**src/rtl/if_fetch_queue.sv**
```systemverilog
// Instruction fetch stage: credit-limited sequential PC requests, in-order response queue toward ID.
// Define IF_FETCH_STATS_EN to add saturating StatStall/StatRedirect/StatDrop counters.
module if_fetch_queue #(
    parameter int unsigned       ADDR_W   = 32,
    parameter int unsigned       INSTR_W  = 32,
    parameter int unsigned       QDEPTH   = 4,
    parameter logic [ADDR_W-1:0] RESET_PC = '0,
    parameter int unsigned       PC_STEP  = 4
) (
    input  logic               Clk,
    input  logic               Reset,
    input  logic               PCWrite,
    input  logic               PCSource,
    input  logic [ADDR_W-1:0]  ID_PC,
    output logic               IMemReq,
    output logic [ADDR_W-1:0]  PCtoInsMem,
    input  logic               IMemGnt,
    input  logic               IMemRValid,
    input  logic [INSTR_W-1:0] IMemRData,
    output logic               IFValid,
    input  logic               IFReady,
    output logic [INSTR_W-1:0] instructions,
    output logic [ADDR_W-1:0]  PCtoID
`ifdef IF_FETCH_STATS_EN
    ,
    output logic [31:0]        StatStall,
    output logic [31:0]        StatRedirect,
    output logic [31:0]        StatDrop
`endif
);

    localparam int unsigned       PTR_W      = $clog2(QDEPTH);
    localparam int unsigned       CNT_W      = PTR_W + 1;
    localparam int unsigned       STEP_LSB   = $clog2(PC_STEP);
    localparam logic [ADDR_W-1:0] ALIGN_MASK = {ADDR_W{1'b1}} << STEP_LSB;
    localparam logic [ADDR_W-1:0] STEP       = ADDR_W'(PC_STEP);
    localparam logic [CNT_W:0]    CREDITS    = (CNT_W+1)'(QDEPTH);

    typedef logic [CNT_W-1:0] cnt_t;

    logic [ADDR_W-1:0]  fetch_pc;
    logic [ADDR_W-1:0]  resp_pc;
    logic [ADDR_W-1:0]  redirect_pc;
    logic [ADDR_W-1:0]  q_pc    [QDEPTH];
    logic [INSTR_W-1:0] q_instr [QDEPTH];
    logic [PTR_W-1:0]   rd_ptr;
    logic [PTR_W-1:0]   wr_ptr;
    cnt_t               count;
    cnt_t               inflight;
    cnt_t               drop;
    cnt_t               drop_left;
    cnt_t               inflight_left;
    cnt_t               drop_next;
    cnt_t               inflight_next;
    logic [CNT_W:0]     credits_used;
    logic               accept;
    logic               resp_drop;
    logic               resp_live;
    logic               push;
    logic               pop;

    always_comb begin
        credits_used = {1'b0, count} + {1'b0, inflight} + {1'b0, drop};
        IMemReq      = PCWrite && (credits_used < CREDITS);
        PCtoInsMem   = fetch_pc;
        accept       = IMemReq && IMemGnt;
        redirect_pc  = ID_PC & ALIGN_MASK;
        IFValid      = (count != '0);
        instructions = IFValid ? q_instr[rd_ptr] : '0;
        PCtoID       = IFValid ? q_pc[rd_ptr] : '0;
        pop          = IFValid && IFReady;
    end

    // A response is charged to the pre-redirect drop/inflight first, so one
    // landing in a redirect cycle is retired and never reaches the queue.
    always_comb begin
        resp_drop     = IMemRValid && (drop != '0);
        resp_live     = IMemRValid && (drop == '0);
        drop_left     = drop - cnt_t'(resp_drop);
        inflight_left = inflight - cnt_t'(resp_live);
        push          = resp_live && !PCSource;
        if (PCSource) begin
            drop_next     = drop_left + inflight_left + cnt_t'(accept);
            inflight_next = '0;
        end else begin
            drop_next     = drop_left;
            inflight_next = inflight_left + cnt_t'(accept);
        end
    end

    always_ff @(posedge Clk or posedge Reset) begin
        if (Reset) begin
            fetch_pc <= RESET_PC;
            resp_pc  <= RESET_PC;
            rd_ptr   <= '0;
            wr_ptr   <= '0;
            count    <= '0;
            inflight <= '0;
            drop     <= '0;
        end else begin
            inflight <= inflight_next;
            drop     <= drop_next;
            if (PCSource) begin
                fetch_pc <= redirect_pc;
                resp_pc  <= redirect_pc;
                rd_ptr   <= '0;
                wr_ptr   <= '0;
                count    <= '0;
            end else begin
                if (accept) fetch_pc <= fetch_pc + STEP;
                if (push) begin
                    resp_pc <= resp_pc + STEP;
                    wr_ptr  <= wr_ptr + PTR_W'(1);
                end
                if (pop) rd_ptr <= rd_ptr + PTR_W'(1);
                count <= count + cnt_t'(push) - cnt_t'(pop);
            end
        end
    end

    always_ff @(posedge Clk) begin
        if (push) begin
            q_pc[wr_ptr]    <= resp_pc;
            q_instr[wr_ptr] <= IMemRData;
        end
    end

`ifdef IF_FETCH_STATS_EN
    always_ff @(posedge Clk or posedge Reset) begin
        if (Reset) begin
            StatStall    <= '0;
            StatRedirect <= '0;
            StatDrop     <= '0;
        end else begin
            if (PCWrite && !IMemReq && (StatStall != '1)) StatStall <= StatStall + 32'd1;
            if (PCSource && (StatRedirect != '1)) StatRedirect <= StatRedirect + 32'd1;
            if (IMemRValid && !push && (StatDrop != '1)) StatDrop <= StatDrop + 32'd1;
        end
    end
`endif

    resp_has_owner: assert property (@(posedge Clk) disable iff (Reset)
        IMemRValid |-> ((inflight != '0) || (drop != '0)));

endmodule

```
**config.mk**
```make
export PLATFORM = sky130hd
export DESIGN_NAME = if_fetch_queue
export DESIGN_NICKNAME = d
export VERILOG_FILES = /design/src/rtl/if_fetch_queue.sv
export SDC_FILE = /design/constraint.sdc
export NUM_CORES = 1
export LEC_CHECK = 0
export BUFFER_PORTS_ARGS = -buffer_cell sky130_fd_sc_hd__buf_2
export CAP_MARGIN = 25
export CORE_ASPECT_RATIO = 0.5
export CORE_MARGIN = 2
export CORE_UTILIZATION = 50
export DETAILED_ROUTE_END_ITERATION = 7
export PLACE_DENSITY = 0.75
export SETUP_SLACK_MARGIN = 0.02
export SKIP_LAST_GASP = 1
export SLEW_MARGIN = 20
export SYNTH_ARGS = -nofsm -noshare
export SYNTH_HDL_FRONTEND = slang
export SYNTH_SLANG_ARGS = --single-unit
```
**constraint.sdc**
```tcl
create_clock -name Clk -period 3.4 [get_ports Clk]
set_clock_uncertainty 0.2 [all_clocks]
set_input_delay 0.85 -clock Clk [delete_from_list [all_inputs] [get_ports Clk]]
set_output_delay 0.85 -clock Clk [all_outputs]
set_load 0.02 [all_outputs]
```
==> results.py <==
metrics = {
    "run_status": {
        "status": "complete, but fails checks",
        "violations": "setup timing",
    },
    "sta": {
        "slew_headroom_pct": 60.48,
        "setup_viol": 31,
        "max_clock_freq_mhz": 271.7,
        "fin_ws_ns": -0.2811,
        "post-route-min-period_ns": 3.681,
        "period_share_pct": 108.3,
        "worst_hold_slack_ns": 0.1611,
        "slew_viol_final": 0,
        "tightestPinTransition_ns": 0.5919,
        "rsz0062_at_grt": "true",
        "hold_viol": 0,
    },
    "route": {
        "wl_per_cell_um": 21.45,
        "num_vias": 8639,
        "ant_nets": 0,
        "firstDrtPassIters": 5,
        "viasPerCell": 5.806,
        "drcViolationCount": 0,
        "drtIter0Drc": 621,
        "routed_wl_um": 31910,
    },
    "logic_synthesis": {
        "synth.distinct_cells": 50,
        "synth_commonest_cells": "248 x edfxtp_1, 73 x dfrtp_1, 71 x and2_1",
        "synth_top_area_share_pct": 53.31,
        "postSynthCellCount": 891,
        "synth.most_common_cell": "edfxtp_1",
        "synth-edff-count": 248,
        "yosys.area.top_type": "edfxtp_1",
        "ys_top_cells_by_area": "edfxtp_1 53%, dfrtp_1 13%, mux4_2 10%, and2_1 3.2%, a31oi_1 1.4%",
        "ys_seq_area_share_pct": 66.39,
        "async_flop_share_pct": 22.74,
        "synth_top_flop_cell": "edfxtp_1",
        "syn_avg_cell_area_um2": 15.68,
        "synth.cell_area_um2": 13970,
        "ys_seq_elements": 321,
        "yosysWarnings": 0,
    },
    "layout": {
        "syn_to_final_growth_pct": 21.75,
        "fin_nets": 1174,
        "multi_input_area_um2": 4573,
        "layout-drive-gt1-share_pct": 36.29,
        "fin_util_pct": 61.62,
        "fillerInstances": 2028,
        "seqCellArea_um2": 9279,
    },
    "clock_network": {
        "cts_tree": "yes",
        "htreeDepth": 1,
        "numCtsBuffers": 29,
        "root_buffer": "clkbuf_16",
        "clock_sinks": 321,
        "clkTransAtPathRegs_ns": 0.07,
        "insertion_delay_ns": 0.56,
        "hold_buffers": 0,
        "cts_buffer_depth": 3,
    },
    "grt": {
        "grt_pass1_vias": 8724,
        "antenna_found_initial": 1,
        "overflow": 0,
        "gr-max-usage-layer": "met2",
        "grt_pass1_wl_um": 47980,
        "grt_max_degree": 63,
        "grt_use_met1_pct": 28.71,
        "grt_usage_pct": 21.57,
        "met2_usage_pct": 35.95,
        "met3_usage_pct": 4.487,
    },
    "worst_setup_path": {
        "crit_path_max_incr_delay_ns": 0.56,
        "cp-start-kind": "flip-flop",
        "cp.required_ns": 2.35,
        "critPathKind": "flip-flop to primary output",
        "crit_top_cell": "buf_6",
        "cp.arrival_ns": 2.63,
        "critPathSlowestCell": "fa_2",
        "cp-end-kind": "primary output",
        "path_cells": "inv_2 > fa_1 > or2_4 > fa_2 > buf_6 > and3_4 > buf_6",
        "critPathMaxFanout": 2,
    },
    "pwr": {
        "power.density_nw_per_um2": 782.3,
        "power_uw": 13300,
        "p_leak_uw": 0.006130,
        "peakVddDrop_v": 0.0004892,
    },
    "place": {
        "gp_congestion": 0.8659,
        "hpwl_um": 19410,
        "port_buffers": 162,
    },
    "floorplan": {
        "dieArea_um2": 29370,
        "ios": 169,
        "core_um2": 27600,
        "die_x_um": 240.4,
        "die_height_um": 122.2,
        "fp-row-count": 43,
        "initial_core_util_pct": 50.61,
    },
    "flow_run": {
        "drv_cap": 0,
    },
    "worst_hold_path": {
        "hold_path.class": "primary input to async pin",
    },
}
cell families (layout without fill, tap and decap cells):
group,after synthesis,in the layout,synth area share (%)
muxes,75,75,11.03
AOI/OAI and AO/OA,91,91,4.282
adders and majority gates,21,21,2.204
DFF,321,321,66.39
xor gates and xnor gates,27,27,1.747
other,1,5,0.02685
buffers and inverters,80,291,2.517
and+or+nand+nor,275,275,11.81
cell usage in the layout (no fill, tap or decap), types with 17 or more instances in the layout:
cell / synthesis / final
buf_2: 13 / 128
mux4_2: 62 / 62
nand2_1: 26 / 26
or4_1: 22 / 20
nand3_1: 18 / 17
clkbuf_16: 0 / 33
inv_1: 27 / 21
buf_6: 2 / 40
dfrtp_1: 73 / 71
edfxtp_1: 248 / 248
nor2_1: 36 / 35
and2_1: 71 / 38
buf_4: 5 / 26
nand4_1: 21 / 21
a31oi_1: 31 / 30
o31ai_1: 19 / 19
xnor2_1: 19 / 19
and2_4: 0 / 33
report_power, final:
part | leakage (uW) | switching [uW] | total, uW | internal (uW)
combinational | 0.00258 | 2610 | 5270 | 2660
clock | 0.000466 | 1430 | 3320 | 1890
sequential | 0.00308 | 250 | 4720 | 4470
worst paths after layout:
| check | slack, ns | to | cells past startpoint | start |
|---|---|---|---|---|
| setup / recovery | -0.28 | IMemReq | 7 | count[1] |
| hold / removal | 0.16 | PCtoInsMem[27] | 2 | Reset |
| setup reg to reg | -0.20 | drop[1] | 14 | count[1] |
| hold reg to reg | 0.38 | q_pc[3][3] | 0 | resp_pc[3] |
| max in group asynchronous | 2.04 | resp_pc[7] | 3 | Reset |
| min in group Clk | 0.31 | q_instr[2][5] | 1 | IMemRData[5] |
flip-flops by register name (all words and copies together), names as in the netlist:
| register | flops |
|---|---|
| PCtoInsMem | 30 |
| count | 3 |
| drop | 3 |
| inflight | 3 |
| q_instr | 128 |
| q_pc | 120 |
| rd_ptr | 2 |
| resp_pc | 30 |
| wr_ptr | 2 |
metrics by stage:
stage	worst slack [ns]	cell area, um^2	TNS [ns]	instances
CTS	-0.2974	16450	-0.4407	1476
floorplan	0.007337	14010	0	894
detailed placement	0.0009861	15340	0	1411
global route	-0.3637	17010	-5.885	1488
global placement	0.04581	15340	0	1411
finish	-0.2811	17010	-1.584	1488
final cells by class:
type | count | area share [%]
diodes | 1 | 0.01471
flip-flops and latches | 321 | 54.56
clock inverters | 21 | 1.229
clock buffers | 33 | 4.414
repair buffers | 209 | 9.461
well taps | 382 | 2.810
multi-input cells | 493 | 26.89
inverters | 28 | 0.6180
worst max-delay path, delay by kind of cell, from the launching register on:
family / cells / cell delay (ns)
and+or+nand+nor: 2 / 0.41
buffers and inverters: 3 / 0.26
adders and majority gates: 2 / 1.02
DFF: 1 / 0.37
metal layers:
metal,vias up,wire [um]
met3,64,1677
met4,0,942
li1,3871,-
met1,4421,13430
met2,283,15860
met5,-,0
timing repair:
item                       CTS  global route
pin swaps                    3            16
setup endpoints to repair   64            46
resized for setup            9           121
setup buffers               10             6
cloned                       1             5
(Power assumes the default switching activity.)
